## src/rtl/dmem_arbiter_if.sv

```systemverilog
// Request, grant, read-return and memory-side signals between the core MEM stage,
// the DMA/debug loader, the data memory and dmem_arbiter.
interface dmem_arbiter_if #(
    parameter int unsigned DMEM_ADDR_WIDTH = 12,
    parameter int unsigned DMEM_WORD_WIDTH = 16,
    parameter int unsigned GNT_CNT_WIDTH   = 16
);
    logic                       in_core_req;
    logic                       in_core_we;
    logic [DMEM_ADDR_WIDTH-1:0] in_core_addr;
    logic [DMEM_WORD_WIDTH-1:0] in_core_wr_word;
    logic                       out_core_stall;
    logic                       out_core_rd_valid;
    logic [DMEM_WORD_WIDTH-1:0] out_core_rd_word;

    logic                       in_dma_req;
    logic                       in_dma_we;
    logic [DMEM_ADDR_WIDTH-1:0] in_dma_addr;
    logic [DMEM_WORD_WIDTH-1:0] in_dma_wr_word;
    logic                       out_dma_gnt;
    logic                       out_dma_rd_valid;
    logic [DMEM_WORD_WIDTH-1:0] out_dma_rd_word;
    logic [GNT_CNT_WIDTH-1:0]   out_dma_gnt_count;

    logic [DMEM_ADDR_WIDTH-1:0] out_mem_rd_addr;
    logic [DMEM_ADDR_WIDTH-1:0] out_mem_wr_addr;
    logic [DMEM_WORD_WIDTH-1:0] out_mem_wr_word;
    logic                       out_mem_write_en;
    logic [DMEM_WORD_WIDTH-1:0] in_mem_rd_word;

    // Arbiter side.
    modport slave (
        input  in_core_req, in_core_we, in_core_addr, in_core_wr_word,
        input  in_dma_req, in_dma_we, in_dma_addr, in_dma_wr_word,
        input  in_mem_rd_word,
        output out_core_stall, out_core_rd_valid, out_core_rd_word,
        output out_dma_gnt, out_dma_rd_valid, out_dma_rd_word, out_dma_gnt_count,
        output out_mem_rd_addr, out_mem_wr_addr, out_mem_wr_word, out_mem_write_en
    );

    // Requesters and memory side.
    modport master (
        output in_core_req, in_core_we, in_core_addr, in_core_wr_word,
        output in_dma_req, in_dma_we, in_dma_addr, in_dma_wr_word,
        output in_mem_rd_word,
        input  out_core_stall, out_core_rd_valid, out_core_rd_word,
        input  out_dma_gnt, out_dma_rd_valid, out_dma_rd_word, out_dma_gnt_count,
        input  out_mem_rd_addr, out_mem_wr_addr, out_mem_wr_word, out_mem_write_en
    );
endinterface

```

## src/rtl/dmem_arbiter.sv

```systemverilog
// Fixed-priority data memory arbiter: core first, DMA forced in after MAX_WAIT denials.
// Read returns arrive one cycle after the grant and are steered to the issuing requester.
module dmem_arbiter #(
    parameter int unsigned DMEM_ADDR_WIDTH = 12,
    parameter int unsigned DMEM_WORD_WIDTH = 16,
    parameter int unsigned MAX_WAIT        = 4,
    parameter int unsigned WAIT_CNT_WIDTH  = 3,
    parameter int unsigned GNT_CNT_WIDTH   = 16
) (
    input logic           clock,
    input logic           reset,
    dmem_arbiter_if.slave bus
);
    typedef enum logic [1:0] {
        OWN_NONE = 2'd0,
        OWN_CORE = 2'd1,
        OWN_DMA  = 2'd2
    } owner_e;

    localparam logic [WAIT_CNT_WIDTH-1:0] WAIT_LIMIT = WAIT_CNT_WIDTH'(MAX_WAIT);

    owner_e                     owner_q, owner_d;
    logic [WAIT_CNT_WIDTH-1:0]  wait_q, wait_d;
    logic [GNT_CNT_WIDTH-1:0]   gnt_cnt_q, gnt_cnt_d;

    logic                       force_dma;
    logic                       gnt_core;
    logic                       gnt_dma;
    logic [DMEM_ADDR_WIDTH-1:0] addr_sel;
    logic [DMEM_WORD_WIDTH-1:0] wdata_sel;
    logic                       we_sel;

    assign force_dma = bus.in_dma_req && (wait_q == WAIT_LIMIT);
    assign gnt_core  = bus.in_core_req && !force_dma;
    assign gnt_dma   = bus.in_dma_req && (!bus.in_core_req || force_dma);

    always_comb begin
        addr_sel  = '0;
        wdata_sel = '0;
        we_sel    = 1'b0;
        if (gnt_core) begin
            addr_sel  = bus.in_core_addr;
            wdata_sel = bus.in_core_wr_word;
            we_sel    = bus.in_core_we;
        end else if (gnt_dma) begin
            addr_sel  = bus.in_dma_addr;
            wdata_sel = bus.in_dma_wr_word;
            we_sel    = bus.in_dma_we;
        end
    end

    assign bus.out_core_stall   = bus.in_core_req && !gnt_core;
    assign bus.out_dma_gnt      = gnt_dma;
    assign bus.out_mem_rd_addr  = addr_sel;
    assign bus.out_mem_wr_addr  = addr_sel;
    assign bus.out_mem_wr_word  = wdata_sel;
    assign bus.out_mem_write_en = we_sel;

    always_comb begin
        owner_d   = OWN_NONE;
        wait_d    = '0;
        gnt_cnt_d = gnt_cnt_q;

        if (gnt_core && !bus.in_core_we) begin
            owner_d = OWN_CORE;
        end else if (gnt_dma && !bus.in_dma_we) begin
            owner_d = OWN_DMA;
        end

        // Any cycle without a pending, denied DMA request restarts the starvation window.
        if (bus.in_dma_req && !gnt_dma) begin
            wait_d = (wait_q == WAIT_LIMIT) ? wait_q : wait_q + WAIT_CNT_WIDTH'(1);
        end

        if (gnt_dma && (gnt_cnt_q != '1)) begin
            gnt_cnt_d = gnt_cnt_q + GNT_CNT_WIDTH'(1);
        end
    end

    always_ff @(posedge clock) begin
        if (reset) begin
            owner_q   <= OWN_NONE;
            wait_q    <= '0;
            gnt_cnt_q <= '0;
        end else begin
            owner_q   <= owner_d;
            wait_q    <= wait_d;
            gnt_cnt_q <= gnt_cnt_d;
        end
    end

    assign bus.out_core_rd_valid = (owner_q == OWN_CORE);
    assign bus.out_dma_rd_valid  = (owner_q == OWN_DMA);
    assign bus.out_core_rd_word  = (owner_q == OWN_CORE) ? bus.in_mem_rd_word : '0;
    assign bus.out_dma_rd_word   = (owner_q == OWN_DMA)  ? bus.in_mem_rd_word : '0;
    assign bus.out_dma_gnt_count = gnt_cnt_q;
endmodule

```

## src/flat_wrapper.sv

```systemverilog
// flat-port wrapper written by rule: the top's interface ports become plain ports
module dmem_arbiter_flat 
#(
    parameter int unsigned DMEM_ADDR_WIDTH = 12,
    parameter int unsigned DMEM_WORD_WIDTH = 16,
    parameter int unsigned MAX_WAIT        = 4,
    parameter int unsigned WAIT_CNT_WIDTH  = 3,
    parameter int unsigned GNT_CNT_WIDTH   = 16
)
  (clock, reset, bus_in_core_req, bus_in_core_we, bus_in_core_addr, bus_in_core_wr_word, bus_in_dma_req, bus_in_dma_we, bus_in_dma_addr, bus_in_dma_wr_word, bus_in_mem_rd_word, bus_out_core_stall, bus_out_core_rd_valid, bus_out_core_rd_word, bus_out_dma_gnt, bus_out_dma_rd_valid, bus_out_dma_rd_word, bus_out_dma_gnt_count, bus_out_mem_rd_addr, bus_out_mem_wr_addr, bus_out_mem_wr_word, bus_out_mem_write_en);
  dmem_arbiter_if #(.DMEM_ADDR_WIDTH(DMEM_ADDR_WIDTH), .DMEM_WORD_WIDTH(DMEM_WORD_WIDTH), .GNT_CNT_WIDTH(GNT_CNT_WIDTH)) bus_i ();
  input logic clock;
  input logic reset;
  input wire logic [$bits(bus_i.in_core_req)-1:0] bus_in_core_req;
  input wire logic [$bits(bus_i.in_core_we)-1:0] bus_in_core_we;
  input wire logic [$bits(bus_i.in_core_addr)-1:0] bus_in_core_addr;
  input wire logic [$bits(bus_i.in_core_wr_word)-1:0] bus_in_core_wr_word;
  input wire logic [$bits(bus_i.in_dma_req)-1:0] bus_in_dma_req;
  input wire logic [$bits(bus_i.in_dma_we)-1:0] bus_in_dma_we;
  input wire logic [$bits(bus_i.in_dma_addr)-1:0] bus_in_dma_addr;
  input wire logic [$bits(bus_i.in_dma_wr_word)-1:0] bus_in_dma_wr_word;
  input wire logic [$bits(bus_i.in_mem_rd_word)-1:0] bus_in_mem_rd_word;
  output wire logic [$bits(bus_i.out_core_stall)-1:0] bus_out_core_stall;
  output wire logic [$bits(bus_i.out_core_rd_valid)-1:0] bus_out_core_rd_valid;
  output wire logic [$bits(bus_i.out_core_rd_word)-1:0] bus_out_core_rd_word;
  output wire logic [$bits(bus_i.out_dma_gnt)-1:0] bus_out_dma_gnt;
  output wire logic [$bits(bus_i.out_dma_rd_valid)-1:0] bus_out_dma_rd_valid;
  output wire logic [$bits(bus_i.out_dma_rd_word)-1:0] bus_out_dma_rd_word;
  output wire logic [$bits(bus_i.out_dma_gnt_count)-1:0] bus_out_dma_gnt_count;
  output wire logic [$bits(bus_i.out_mem_rd_addr)-1:0] bus_out_mem_rd_addr;
  output wire logic [$bits(bus_i.out_mem_wr_addr)-1:0] bus_out_mem_wr_addr;
  output wire logic [$bits(bus_i.out_mem_wr_word)-1:0] bus_out_mem_wr_word;
  output wire logic [$bits(bus_i.out_mem_write_en)-1:0] bus_out_mem_write_en;
  assign bus_i.in_core_req = bus_in_core_req;
  assign bus_i.in_core_we = bus_in_core_we;
  assign bus_i.in_core_addr = bus_in_core_addr;
  assign bus_i.in_core_wr_word = bus_in_core_wr_word;
  assign bus_i.in_dma_req = bus_in_dma_req;
  assign bus_i.in_dma_we = bus_in_dma_we;
  assign bus_i.in_dma_addr = bus_in_dma_addr;
  assign bus_i.in_dma_wr_word = bus_in_dma_wr_word;
  assign bus_i.in_mem_rd_word = bus_in_mem_rd_word;
  assign bus_out_core_stall = bus_i.out_core_stall;
  assign bus_out_core_rd_valid = bus_i.out_core_rd_valid;
  assign bus_out_core_rd_word = bus_i.out_core_rd_word;
  assign bus_out_dma_gnt = bus_i.out_dma_gnt;
  assign bus_out_dma_rd_valid = bus_i.out_dma_rd_valid;
  assign bus_out_dma_rd_word = bus_i.out_dma_rd_word;
  assign bus_out_dma_gnt_count = bus_i.out_dma_gnt_count;
  assign bus_out_mem_rd_addr = bus_i.out_mem_rd_addr;
  assign bus_out_mem_wr_addr = bus_i.out_mem_wr_addr;
  assign bus_out_mem_wr_word = bus_i.out_mem_wr_word;
  assign bus_out_mem_write_en = bus_i.out_mem_write_en;
  dmem_arbiter #(.DMEM_ADDR_WIDTH(DMEM_ADDR_WIDTH), .DMEM_WORD_WIDTH(DMEM_WORD_WIDTH), .MAX_WAIT(MAX_WAIT), .WAIT_CNT_WIDTH(WAIT_CNT_WIDTH), .GNT_CNT_WIDTH(GNT_CNT_WIDTH)) u_core (.clock(clock), .reset(reset), .bus(bus_i));
endmodule
```

## config.mk

```make
export PLATFORM = sky130hd
export DESIGN_NAME = dmem_arbiter_flat
export DESIGN_NICKNAME = d
export VERILOG_FILES = /design/src/rtl/dmem_arbiter_if.sv /design/src/rtl/dmem_arbiter.sv /design/src/flat_wrapper.sv
export SDC_FILE = /design/constraint.sdc
export NUM_CORES = 1
export LEC_CHECK = 0
export BUFFER_PORTS_ARGS = -buffer_cell sky130_fd_sc_hd__buf_2
export CAP_MARGIN = 20
export CORE_MARGIN = 3
export CORE_UTILIZATION = 25
export DETAILED_ROUTE_END_ITERATION = 6
export GPL_TIMING_DRIVEN = 0
export PLACE_DENSITY_LB_ADDON = 0.25
export SLEW_MARGIN = 40
export SYNTH_ARGS = -nofsm -noshare
export SYNTH_HDL_FRONTEND = slang
export SYNTH_SLANG_ARGS = --single-unit
export TNS_END_PERCENT = 10
```

## constraint.sdc

```tcl
create_clock -name clock -period 5.24 [get_ports clock]
set_input_delay 1.048 -clock clock [delete_from_list [all_inputs] [get_ports clock]]
set_output_delay 1.048 -clock clock [all_outputs]
set_load 0.005 [all_outputs]
```

=== After elaboration in Yosys (flattened, before gate mapping) ===
Cells that the tools add are included.

* Register bits: 21
* Latch bits: 0
* RAM bits: 0
* ROM bits: 0
* Input port bits: 78
* Output and inout bits: 93
* Word-level logic and storage cells: 38
* Memories kept: 0

* $add $sub $neg: 2
* $mul: 0
* Div/mod/pow operators: 0
* Magnitude comparators: 0
* Eq/ne operators: 4
* Shifts and indexed selects: 0
* Mux-type cells: 10
* Bitwise operators: 1
* Reductions and logical operators: 17

{| class="wikitable"
|+ Operators with widths
! operator !! count
|-
| $mux 16 || 4
|-
| $mux 12 || 2
|-
| $add 16x1->16 const B || 1
|-
| $ne 16x16->1 const B || 1
|-
| $logic_and 1x1->1 || 8
|-
| $logic_not 1->1 || 6
|-
| $reduce_or 2->1 || 2
|-
| $add 3x1->3 const B || 1
|-
| $eq 3x3->1 const B || 1
|-
| $mux 1 || 3
|-
| $eq 2x1->1 const B || 1
|-
| $eq 2x2->1 const B || 1
|-
| $mux 2 || 1
|-
| $logic_or 1x1->1 || 1
|-
| $not 1->1 || 1
|}

=== Logic depth before layout (Yosys ltp) ===
* Word-level depth: 8
* Depth in mapped cells: 8
* Depth with buffers taken out: 7

=== Worst setup path after synthesis ===
No wires, ideal clock.

* Kind: in2out
* Start: in bus_in_core_req
* End: out bus_out_mem_wr_addr[0]
* Data arrival time: 2.059 ns
* Required time: 4.192 ns
* Path slack: 2.133 ns
* Stages: 6
* Path buffers: 2
* Path through: a21bo_2 -> nand2_2 -> inv_2 -> buf_2 -> a22o_1 -> buf_4

* Word-level cells in the longest chain between the ends: 5
* Elaborated cells between the ends (all ways): 6
* Classes of those cells: mux (2); reduce/logical (4)

{| class="wikitable"
|+ RTL lines
! what !! RTL line !! source
|-
| start: declaration || flat_wrapper.sv:14 || <nowiki>input wire logic [$bits(bus_i.in_core_req)-1:0] bus_in_core_req;</nowiki>
|-
| $logic_not 1->1 || dmem_arbiter.sv:35 || <nowiki>assign gnt_dma = bus.in_dma_req && (!bus.in_core_req || force_dma);</nowiki>
|-
| $logic_or 1x1->1 || dmem_arbiter.sv:35 ||
|-
| $logic_and 1x1->1 || dmem_arbiter.sv:35 ||
|-
| $mux 12 || dmem_arbiter.sv:45 || <nowiki>end else if (gnt_dma) begin</nowiki>
|-
| $mux 12 (*) || dmem_arbiter.sv:41 || <nowiki>if (gnt_core) begin</nowiki>
|-
| end: declaration || flat_wrapper.sv:31 || <nowiki>output wire logic [$bits(bus_i.out_mem_wr_addr)-1:0] bus_out_mem_wr_addr;</nowiki>
|}

Mark *: on every way between the ends. The rest lies on a longest branch, timed or not.

=== Worst setup path in the final report ===
* Start: in bus_in_core_req
* End: out bus_out_mem_wr_addr[1]

The elaborated chain is that of the path after synthesis.

==> results.py <==
metrics = {
    "timing": {
        "hold_violations": 0,
        "setup_viol": 0,
        "worst_pin_slew_ns": 0.480,
        "fmax_ghz": 0.287,
        "hold_ws_ns": 0.514,
        "finalMaxSlewViolations": 0,
        "rsz0062_at_grt": "no",
        "fin_crit_sh_pct": 66.5,
        "relSlewSlack_pct": 68.0,
        "finalClockSkew_ns": 0.00321,
        "setup-tns-final_ns": 0,
        "fin_crit_ns": 3.48,
    },
    "critical_path": {
        "crit_path_max_fanout": 10,
        "crit_type": "in -> out",
        "worstPathRequired_ns": 4.19,
        "crit_path_start_kind": "input pin",
        "crit_arrival_ns": 2.44,
        "end_kind": "output pin",
    },
    "clocking": {
        "hold_buffers": 0,
        "cts_buffers": 3,
        "cts_resized": 0,
        "cts.sinks": 21,
        "clk_path_buf_depth": 2,
        "cts_max_level": 1,
        "clockRootBuffer": "clkbuf_8",
        "postCtsSetupRepairBufs": 0,
        "clk_pin_slew_ns": 0.08,
        "cts_tree": "done",
        "clock_latency_ns": 0.26,
    },
    "drt": {
        "vias": 2119,
        "drcViolationCount": 0,
        "ant_nets": 0,
        "drt_wl_total_mm": 6.44,
        "drtPass1Iterations": 4,
        "drt-wirelength-per-cell_um": 14.3,
        "avgViaCountPerCell": 4.69,
        "dr.first_iter.drc_count": 91,
    },
    "grt": {
        "grt_pass1_vias": 1771,
        "antenna_found_initial": 0,
        "overflow": 0,
        "grt_pass1_wl_mm": 8.61,
        "grt_start_max_net_pins": 12,
        "grtUsageTotal_pct": 13.5,
    },
    "hold_path": {
        "min_path_type": "reg -> reg",
    },
    "yosys": {
        "ys.flop_type": "dfxtp_1",
        "synth-seq-cells": 21,
        "synthesis.area_sq_um": 1730,
        "synth_edf_count": 0,
        "ys_warn_count": 0,
        "synth-seq-area-share_pct": 24.3,
        "syn_nets": 283,
        "ys_async_sr_fraction_pct": 0,
        "yosysUniqueCellTypes": 38,
        "avgSynthCellArea_sq_um": 8.58,
        "synthCells": 202,
    },
    "pwr": {
        "cellLeakagePower_nw": 1.56,
        "totalPowerFinal_w": 0.000393,
        "vdd_drop_max_mv": 0.0845,
        "power_density_nw_per_um2": 145,
    },
    "final_layout": {
        "finalNonFillerCells": 452,
        "final_common_cell": "buf_2",
        "synthToLayoutAreaGrowth_pct": 57.0,
        "drive_above_1_share_pct": 54.9,
        "mostFrequentLayoutCells": "buf_2 (172), and2_1 (33), a22o_1 (29)",
        "final_nets": 457,
        "diodes": 0,
    },
    "floorplanning": {
        "initial_core_util_pct": 26.5,
        "core-area_sq_um": 6530,
        "dieWidth_um": 89.3,
        "row_count": 29,
        "die-area_sq_um": 7970,
        "ios": 171,
        "dieHeight_um": 89.3,
    },
    "flow_run": {
        "maxCapViolCount": 0,
    },
    "placed_design": {
        "dpl.hpwl_mm": 5.33,
        "dp_cells": 448,
        "io_buffers": 169,
        "place.gp.congestion": 0.728,
    },
    "run_status": {
        "outcome": "finished clean",
    },
}
-- final cells by class --
| type | instances | area [sq um] |
|---|---|---|
| timing repair buffer | 169 | 846 |
| inverter | 5 | 18.8 |
| tap | 77 | 96.3 |
| multi-input combinational | 152 | 1140 |
| sequential | 21 | 420 |
| fill | 689 | 3810 |
| buffer | 24 | 150 |
| clock buffer | 4 | 45.0 |
-- metrics by stage --
step	util, %	cell area (sq um)	setup WS (ns)
4_1_cts	41.6	2720	1.75
6_report	41.6	2720	1.76
2_1_floorplan	-	1730	2.13
3_3_place_gp	41.0	2680	1.77
3_5_place_dp	41.0	2680	1.75
5_1_grt	41.6	2720	1.69
-- worst max-delay path, stage by stage --
cell     delay (ns)
buf_2          0.10
a21bo_2        0.26
nand2_2        0.18
inv_2          0.12
buf_2          0.20
a22o_1         0.27
buf_4          0.13
buf_2          0.12
-- power breakdown --
group	internal, W	switching, W	leakage [nW]
registers	0.000161	0.00000162	0.170
clock network	0.0000542	0.0000534	0.0228
logic	0.0000688	0.0000543	1.37
total	0.000284	0.000109	1.56
-- synthesized netlist by cell type (3+ instances only) --
master,n,area share [%]
a211oi_1,7,3.0
a22o_1,29,15
a31oi_1,6,2.2
and2_1,33,12
and3_1,7,2.5
buf_2,3,0.87
buf_4,12,5.2
clkbuf_1,8,1.7
dfxtp_1,21,24
ha_1,3,2.2
inv_1,3,0.65
mux2_1,3,1.9
mux2_4,5,4.3
mux2i_1,3,1.7
nand2_1,4,0.87
nand3_1,3,0.87
nand4_1,4,1.4
nor2_1,12,2.6
nor2b_1,11,4.0
-- registers in the layout, indices dropped and copies added (netlist names) --
name                          count
u_core.bus.out_dma_gnt_count     16
u_core.owner_q                    2
u_core.wait_q                     3
-- cell families after synthesis --
group	count (synthesis)	share of synthesized area, %
AND/OR/NAND/NOR	87	31.2
multiplexers	11	8.01
AO/OA/AOI/OAI	51	24.6
buffers and inverters	29	9.75
adder cells (fa/ha/maj)	3	2.17
flip-flops	21	24.3
-- worst paths after layout --
path,startpoint,to,slack (ns),depth (start not counted)
setup / recovery,bus_in_core_req,bus_out_mem_wr_addr[1],1.76,8
hold / removal,u_core.bus.out_dma_gnt_count[1],u_core.bus.out_dma_gnt_count[1],0.51,2
setup reg to reg,u_core.wait_q[0],u_core.bus.out_dma_gnt_count[9],3.44,6
hold reg to reg,u_core.bus.out_dma_gnt_count[1],u_core.bus.out_dma_gnt_count[1],0.51,2
-- metal layers --
metal | global-route usage (%) | part of all wire (%) | vias to the layer above | routed length (um)
met3 | 2.30 | 7.3 | 2 | 470
met2 | 21.3 | 48 | 93 | 3090
li1 | - | - | 1077 | -
met5 | 0 | 0 | - | 0
met4 | 2.44 | 0.29 | 0 | 19
met1 | 19.4 | 44 | 947 | 2870
Power figures use the tool's default switching activity.
